--- src/rtl/nibble_stream_pkg.sv ---
// nibble_stream_pkg: shared types and helpers for the nibble stream packer.
//   state_t        - packer FSM states
//   START_WAIT_MIN - the FIFO masks its read enable for its first 9 cycles
//                    after reset, so the startup wait never goes below this
//   nib_slot()     - bit offset of nibble slot idx within an output word
package nibble_stream_pkg;

    typedef enum logic [1:0] {
        WAIT_START = 2'd0,
        RUN        = 2'd1,
        FLUSH      = 2'd2
    } state_t;

    localparam int START_WAIT_MIN = 9;

    // Slot 0 is the first nibble popped: bottom of the word when lsb_first,
    // otherwise the top nibble.
    function automatic int nib_slot(input int idx, input int out_width, input bit lsb_first);
        return lsb_first ? (4 * idx) : (out_width - 4 - 4 * idx);
    endfunction

endpackage

--- src/rtl/nibble_stream_out_reg.sv ---
// nibble_stream_out_reg: one-entry output register for the valid/ready
// master stream.
//   load        - capture ld_* into the register (only asserted when out_free)
//   ld_data/ld_last/ld_nibbles - word payload to capture
//   m_tready    - sink ready
//   m_tvalid/m_tdata/m_tlast/m_tnibbles - registered stream outputs
//   out_free    - register empty or being drained this cycle
module nibble_stream_out_reg #(
    parameter int OUT_WIDTH = 16,
    parameter int CW        = 3
) (
    input  logic                 clk,
    input  logic                 rst,
    input  logic                 load,
    input  logic [OUT_WIDTH-1:0] ld_data,
    input  logic                 ld_last,
    input  logic [CW-1:0]        ld_nibbles,
    input  logic                 m_tready,
    output logic                 m_tvalid,
    output logic [OUT_WIDTH-1:0] m_tdata,
    output logic                 m_tlast,
    output logic [CW-1:0]        m_tnibbles,
    output logic                 out_free
);

    assign out_free = !m_tvalid || m_tready;

    // Payload only changes on load, so it stays stable while stalled.
    always_ff @(posedge clk) begin
        if (rst) begin
            m_tvalid   <= 1'b0;
            m_tdata    <= '0;
            m_tlast    <= 1'b0;
            m_tnibbles <= '0;
        end else if (load) begin
            m_tvalid   <= 1'b1;
            m_tdata    <= ld_data;
            m_tlast    <= ld_last;
            m_tnibbles <= ld_nibbles;
        end else if (m_tready) begin
            m_tvalid   <= 1'b0;
        end
    end

endmodule

--- src/rtl/nibble_stream_packer.sv ---
// nibble_stream_packer: pops 4-bit nibbles from a FWFT FIFO and packs them
// into OUT_WIDTH-bit words on a valid/ready stream. A flush pulse emits the
// partial word zero-padded with m_tlast=1.
//   clk, rst            - clock, synchronous active-high reset
//   fifo_dout/empty     - FWFT FIFO read side; fifo_rd_en pops
//   flush, flush_done   - flush request / completion pulse
//   m_tdata/tvalid/tready/tlast/tnibbles - output stream
// OUT_WIDTH must be a multiple of 4 and at least 8.
module nibble_stream_packer
    import nibble_stream_pkg::*;
#(
    parameter int OUT_WIDTH  = 16,
    parameter bit LSB_FIRST  = 1'b1,
    parameter int START_WAIT = 16
) (
    input  logic                           clk,
    input  logic                           rst,
    input  logic [3:0]                     fifo_dout,
    input  logic                           fifo_empty,
    output logic                           fifo_rd_en,
    input  logic                           flush,
    output logic                           flush_done,
    output logic [OUT_WIDTH-1:0]           m_tdata,
    output logic                           m_tvalid,
    input  logic                           m_tready,
    output logic                           m_tlast,
    output logic [$clog2(OUT_WIDTH/4+1)-1:0] m_tnibbles
);

    localparam int NIB = OUT_WIDTH / 4;
    localparam int CW  = $clog2(NIB + 1);
    // Never release reads before the FIFO unmasks its read enable.
    localparam int WAIT_CYC = (START_WAIT < START_WAIT_MIN) ? START_WAIT_MIN : START_WAIT;
    localparam int WW  = $clog2(WAIT_CYC + 1);
    localparam logic [CW-1:0] NIB_C     = CW'(NIB);
    localparam logic [WW-1:0] WAIT_LAST = WW'(WAIT_CYC - 1);

    state_t               state, state_nxt;
    logic [WW-1:0]        wcnt, wcnt_nxt;
    logic                 pend, pend_nxt;
    logic [CW-1:0]        cnt, cnt_nxt;
    logic [OUT_WIDTH-1:0] acc, acc_nxt;
    logic                 out_free, xfer, flush_load, rd_en, load;
    logic [CW-1:0]        wr_slot;

    assign xfer       = (state == RUN) && (cnt == NIB_C) && out_free;
    assign flush_load = (state == FLUSH) && (cnt != '0) && out_free;
    assign load       = xfer || flush_load;
    assign rd_en      = !rst && (state == RUN) && !flush && !fifo_empty
                        && ((cnt < NIB_C) || xfer);
    assign fifo_rd_en = rd_en;
    assign flush_done = !rst && (state == FLUSH) && ((cnt == '0) || out_free);
    // A word leaving this cycle frees the accumulator, so the new nibble starts it.
    assign wr_slot    = xfer ? '0 : cnt;

    always_comb begin
        state_nxt = state;
        wcnt_nxt  = wcnt;
        pend_nxt  = pend;
        case (state)
            WAIT_START: begin
                if (flush) pend_nxt = 1'b1;
                if (wcnt == WAIT_LAST) state_nxt = RUN;
                else                   wcnt_nxt  = wcnt + WW'(1);
            end
            RUN: begin
                if (flush || pend) begin
                    state_nxt = FLUSH;
                    pend_nxt  = 1'b0;
                end
            end
            FLUSH: begin
                // flush requests while already flushing are dropped
                if (flush_done) state_nxt = RUN;
            end
            default: state_nxt = WAIT_START;
        endcase
    end

    always_comb begin
        cnt_nxt = cnt;
        if (flush_load)  cnt_nxt = '0;
        else if (xfer)   cnt_nxt = rd_en ? CW'(1) : '0;
        else if (rd_en)  cnt_nxt = cnt + CW'(1);
    end

    // Clear after each emitted word so a later flush pads unused slots with 0.
    always_comb begin
        acc_nxt = acc;
        if (load) acc_nxt = '0;
        for (int k = 0; k < NIB; k++) begin
            if (rd_en && (wr_slot == CW'(k)))
                acc_nxt[nib_slot(k, OUT_WIDTH, LSB_FIRST) +: 4] = fifo_dout;
        end
    end

    always_ff @(posedge clk) begin
        if (rst) begin
            state <= WAIT_START;
            wcnt  <= '0;
            pend  <= 1'b0;
            cnt   <= '0;
            acc   <= '0;
        end else begin
            state <= state_nxt;
            wcnt  <= wcnt_nxt;
            pend  <= pend_nxt;
            cnt   <= cnt_nxt;
            acc   <= acc_nxt;
        end
    end

    nibble_stream_out_reg #(
        .OUT_WIDTH (OUT_WIDTH),
        .CW        (CW)
    ) u_out_reg (
        .clk        (clk),
        .rst        (rst),
        .load       (load),
        .ld_data    (acc),
        .ld_last    (flush_load),
        .ld_nibbles (flush_load ? cnt : NIB_C),
        .m_tready   (m_tready),
        .m_tvalid   (m_tvalid),
        .m_tdata    (m_tdata),
        .m_tlast    (m_tlast),
        .m_tnibbles (m_tnibbles),
        .out_free   (out_free)
    );

endmodule

--- config.mk ---
export PLATFORM = sky130hd
export DESIGN_NAME = nibble_stream_packer
export DESIGN_NICKNAME = d
export VERILOG_FILES = /design/src/rtl/nibble_stream_pkg.sv /design/src/rtl/nibble_stream_out_reg.sv /design/src/rtl/nibble_stream_packer.sv
export SDC_FILE = /design/constraint.sdc
export NUM_CORES = 1
export LEC_CHECK = 0
export CORE_MARGIN = 3
export CORE_UTILIZATION = 57
export DETAILED_ROUTE_END_ITERATION = 7
export PLACE_DENSITY = 0.93
export SLEW_MARGIN = 20
export SYNTH_ARGS = -nofsm -noshare
export SYNTH_HDL_FRONTEND = slang
export SYNTH_SLANG_ARGS = --single-unit
--- constraint.sdc ---
create_clock -name clk -period 3.6 [get_ports clk]
set_input_delay 0.72 -clock clk [delete_from_list [all_inputs] [get_ports clk]]
set_output_delay 0.72 -clock clk [all_outputs]
set_load 0.05 [all_outputs]
==> results.toml, run 1 <==
[run_status]
status = "complete, no violations"

[yosys]
synth_seq_cells = 48
syn_area_per_cell_um2 = 9.55
synth_cell_types = 41
seq_area_frac_synth = 0.468
netlist_area_um2 = 2050
syn-num-nets = 231
syn-instance-count = 215
synth-warning-count = 0

[cells_and_area]
seq_area_um2 = 961
antennaDiodeCount = 0
num-nets-final = 259
multiInputGateArea_um2 = 988
fin_util = 0.730
areaGrowthSynthToFinish_pct = 20.5
nFillCells = 240
drive_gt1_frac = 0.0984

[flow_run]
maxCapViolCount = 0

[sta]
relSlewSlack = 0.574
hold_violations = 0
clock.fmax_ghz = 0.341
holdWs_ns = 0.463
post-route-min-period_ns = 2.93
rsz0062_at_grt = "no"
tightest_slew_ns = 0.639
finalCritPeriodShare = 0.815
slew_viol_final = 0
setup_viol_count_final = 0
tns_ns = 0
fin_skew_ns = 0.0163
setup_ws_ns = 0.666

[worst_hold_path]
hp-class = "register to register"

[clock_tree]
clk_latency_ns = 0.38
cts_tree = "yes"
postCtsResizedCells = 0
clk_path_buf_depth = 2
clkTransAtPathRegs_ns = 0.15
cts-htree-levels = 2
cts_post_setup_buffers_inserted = 0
cts.hold.buffers_added = 0
root_buffer = "clkbuf_4"
cts_num_sinks = 48
cts_buffers = 5

[floorplan]
dieWidth_um = 66.0
die_area_um2 = 4360
ioPinCount = 32
core_area_um2 = 3390
start_util = 0.606
die_y_um = 66.0
core.rowCount = 21

[route]
dr.pass1.iters = 4
ant_nets = 0
post-route-drc-count = 0
routed_wl_mm = 4.38
drt_iter0_drc = 76
post_drt_wl_per_cell_um = 15.1
avgViaCountPerCell = 5.94
vias = 1723

[worst_setup_path]
arrival_ns = 2.21
critical_path_required_ns = 2.88
cp-end-kind = "output port"
critPathLaunchType = "input port"
crit_type = "input port to output port"
cp_max_fo = 5

[place]
routabilityCongestion = 0.788
io_buffers = 31
place_ws_ns = 0.678
hpwl_mm = 2.91

[power_and_ir_drop]
peakVddDrop_v = 0.000333
leakage_nw = 0.883
power_density_nw_per_um2 = 363
power_mw = 0.898

[global_route]
grt_max_degree = 36
grt_pass1_vias = 1717
antenna_found_initial = 0
track_usage = 0.226
gr-total-overflow = 0
grt_pass1_wl_mm = 7.65
==> state kept, by name (all words and copies together), names as in the netlist <==
signal and count:
wcnt 5, state 2, u_out_reg.m_tvalid 1, u_out_reg.m_tnibbles 3, acc 16, cnt 3, u_out_reg.m_tlast 1, pend 1
u_out_reg.m_tdata 16
==> cell usage after synthesis, drive strengths merged <==
| cell | number | share of area |
|---|---|---|
| a211oi | 2 | 0.0098 |
| a21boi | 1 | 0.0037 |
| a21o | 1 | 0.0037 |
| a21oi | 24 | 0.059 |
| a311oi | 3 | 0.022 |
| a31oi | 1 | 0.0030 |
| a32o | 12 | 0.059 |
| and2 | 1 | 0.0030 |
| and2b | 1 | 0.0037 |
| and3 | 5 | 0.015 |
| and4 | 1 | 0.0055 |
| buf | 7 | 0.027 |
| clkbuf | 7 | 0.013 |
| clkinv | 1 | 0.0018 |
| dfxtp | 48 | 0.47 |
| ha | 7 | 0.043 |
| inv | 5 | 0.0091 |
| mux2i | 3 | 0.015 |
| nand2 | 7 | 0.013 |
| nand2b | 4 | 0.012 |
| nand3 | 21 | 0.051 |
| nand4 | 2 | 0.0061 |
| nor2 | 11 | 0.021 |
| nor2b | 4 | 0.012 |
| nor3 | 4 | 0.012 |
| nor4 | 2 | 0.013 |
| o211ai | 3 | 0.013 |
| o21a | 1 | 0.0037 |
| o21ai | 18 | 0.044 |
| o2bb2ai | 4 | 0.017 |
| or4 | 1 | 0.0055 |
| xnor2 | 1 | 0.0043 |
| xor2 | 2 | 0.0085 |
==> where the power goes <==
group / total [mW] / internal, mW / leakage (nW) / switching [mW]
Combinational: 0.0338 / 0.0140 / 0.454 / 0.0198
Clock: 0.326 / 0.148 / 0.0418 / 0.177
Sequential: 0.538 / 0.535 / 0.387 / 0.00307
==> through the flow <==
stage          cell area (um^2)  std cells
3_5_place_dp               2390        282
4_1_cts                    2470        290
5_1_grt                    2470        290
6_report                   2470        290
3_3_place_gp               2390        282
2_1_floorplan              2050        215
==> final timing paths <==
check,start,endpoint,slack [ns],cells after the start
max reg2reg,cnt[0]$_SDFFE_PP0P_,u_out_reg.m_tdata[15]$_SDFFE_PP0P_,1.45,7
max,flush,fifo_rd_en,0.67,4
min reg2reg,acc[1]$_SDFFE_PP0P_,acc[1]$_SDFFE_PP0P_,0.46,2
min,acc[1]$_SDFFE_PP0P_,acc[1]$_SDFFE_PP0P_,0.46,2
==> worst max-delay path: stages <==
cell             delay [ns]
clkdlybuf4s50_1        0.51
or4_4                  0.60
nor2_1                 0.21
buf_12                 0.17
==> metal layers <==
metal | share of wire | GRT usage | vias to the layer above | routed length (um)
met5 | 0 | 0 | - | 0
met4 | 0.015 | 0.0964 | 0 | 65
met3 | 0.065 | 0.0476 | 11 | 286
met2 | 0.49 | 0.373 | 50 | 2150
met1 | 0.43 | 0.283 | 813 | 1890
li1 | - | - | 849 | -
==> logic make-up (layout without fill, tap and decap cells) <==
group	Yosys count	after routing	share of synthesized area
compound gates	70	70	0.237
fa+ha+maj	7	7	0.0427
simple gates	64	64	0.174
xor+xnor	3	3	0.0128
flops	48	48	0.468
mux	3	3	0.0146
buf+inv	20	49	0.0506
==> area by class of cell <==
| type | count | share of cell area |
|---|---|---|
| Multi-Input combinational cell | 147 | 0.400 |
| Sequential cell | 48 | 0.388 |
| Timing Repair Buffer | 35 | 0.146 |
| Tap cell | 46 | 0.0233 |
| Clock inverter | 3 | 0.0187 |
| Clock buffer | 5 | 0.0152 |
| Inverter | 6 | 0.00910 |
==> placed cells by master (no fill, tap or decap), drive strengths merged, types with 2 or more instances in the layout <==
cell and n:
dfxtp 48, a21oi 24, nand2b 4, buf 6, and3 5, a211oi 2
nor4 2, inv 6, a311oi 3, o211ai 3, o21ai 18, clkbuf 5
a32o 12, o2bb2ai 4, nand4 2, clkdlybuf4s50 29, nor2 11, nand2 7
ha 7, nor3 4, nor2b 4, mux2i 3, nand3 21, xor2 2
Power figures use the tool's default switching activity.
==> run 2, diff against run 1 <==
- CORE_UTILIZATION: 57 -> 53
- PLACE_DENSITY: 0.93 -> 0.88
- clock period: 3.6 -> 3.1 ns (I/O delays scaled with it)
==> run 2 against run 1 <==
  * Via count down 1.3%
  * Clock power up 11%
  * Clock-buffer cell count unchanged
  * Largest power group unchanged
  * Total power up 14%
  * Critical endpoint unchanged
  * Sequential power up 16%
  * Utilization down 2.4 points
  * Routed wire length down 1.2%
==> results.toml, run 2 (same netlist as run 1, synthesis figures left out) <==
[global_route]
top_usage_layer = "met2"
met1_usage = 0.266
gr-total-overflow = 0
antenna_found_initial = 0
track_usage = 0.212
grt_pass1_vias = 1596
grt_pass1_wl_mm = 7.45
grt_max_degree = 36
use_met3 = 0.0476
grt_util_met2 = 0.355

[clock_tree]
cts_post_setup_buffers_inserted = 0
clkTransAtPathRegs_ns = 0.09
cts.hold.buffers_added = 0
postCtsResizedCells = 0
cts-htree-levels = 2
cts_num_sinks = 48
cts_tree = "yes"
clk_latency_ns = 0.30
root_buffer = "clkbuf_8"
cts_buffers = 5
clk_path_buf_depth = 2

[worst_setup_path]
critical_path_required_ns = 2.48
arrival_ns = 2.11
cp-end-kind = "output port"
crit_type = "input port to output port"
startpoint = "flush"
reg2reg_from = "cnt[0]$_SDFFE_PP0P_"
critPathLaunchType = "input port"
cp_max_fo = 5

[route]
avgViaCountPerCell = 5.85
ant_nets = 0
vias = 1701
dr.pass1.iters = 4
post-route-drc-count = 0
routed_wl_mm = 4.33
drt_iter0_drc = 68
post_drt_wl_per_cell_um = 14.9

[worst_hold_path]
min_from = "acc[2]$_SDFFE_PP0P_"
hp-class = "register to register"

[power_and_ir_drop]
leakage_nw = 0.895
peakVddDrop_v = 0.000368
power_mw = 1.02
power_density_nw_per_um2 = 412

[cells_and_area]
nFillCells = 299
reg_top3 = "acc: 16 flops, u_out_reg.m_tdata: 16 flops, wcnt: 5 flops"
antennaDiodeCount = 0
drive_gt1_frac = 0.102
seq_area_um2 = 961
final_common_cell = "dfxtp_1"
num-nets-final = 260
final_cell_mix = "dfxtp_1, clkdlybuf4s50_1, a21oi_1"
areaGrowthSynthToFinish_pct = 21.0
multiInputGateArea_um2 = 988

[floorplan]
dieWidth_um = 68.2
core_area_um2 = 3520
die_area_um2 = 4660
ioPinCount = 32
die_y_um = 68.2
core.rowCount = 21
start_util = 0.583

[sta]
setup_ws_ns = 0.370
tns_ns = 0
finalCritPeriodShare = 0.881
post-route-min-period_ns = 2.73
setup_viol_count_final = 0
tightest_slew_ns = 0.669
hold_violations = 0
fin_skew_ns = 0.00527
slew_viol_final = 0
clock.fmax_ghz = 0.366
relSlewSlack = 0.551
rsz0062_at_grt = "no"

[place]
routabilityCongestion = 0.803
place_ws_ns = 0.371
io_buffers = 31
hpwl_mm = 2.98

[flow_run]
maxCapViolCount = 0

[run_status]
status = "complete, no violations"
==> run 2: power by group <==
group	total (mW)	leakage (nW)	internal [mW]	switching (mW)
Combinational	0.0376	0.459	0.0160	0.0216
Sequential	0.624	0.387	0.620	0.00334
Clock	0.363	0.0479	0.157	0.206
==> run 2: final timing paths <==
path                               to  cells past startpoint  slack (ns)
hold / removal    acc[2]$_SDFFE_PP0P_                      2        0.46
setup reg to reg  acc[4]$_SDFFE_PP0P_                      6        1.05
setup / recovery           fifo_rd_en                      4        0.37
hold reg to reg   acc[2]$_SDFFE_PP0P_                      2        0.46
==> run 2: cell type report <==
class	count	share of cell area
well taps	46	0.0232
repair buffers	36	0.148
clock inverters	3	0.00755
multi-input cells	147	0.398
inverters	6	0.00906
clock buffers	5	0.0277
flip-flops and latches	48	0.387
==> run 2: critical path: stages <==
cell	delay, ns
clkdlybuf4s50_1	0.51
or4_4	0.60
nor2_1	0.21
buf_12	0.17
==> run 2: per-stage QoR <==
step	cells	area [um^2]	util	hold slack (ns)
3_3_place_gp	283	2400	0.681	0.440
3_5_place_dp	283	2400	0.681	0.449
5_1_grt	291	2480	0.706	0.493
6_report	291	2480	0.706	0.463
4_1_cts	291	2480	0.706	0.463
2_1_floorplan	215	2050	-	0.428
==> run 2: per-layer routing <==
layer | vias up | wire length, um
met4 | 0 | 55
met2 | 32 | 2110
met1 | 815 | 1980
met5 | - | 0
li1 | 849 | -
met3 | 5 | 181
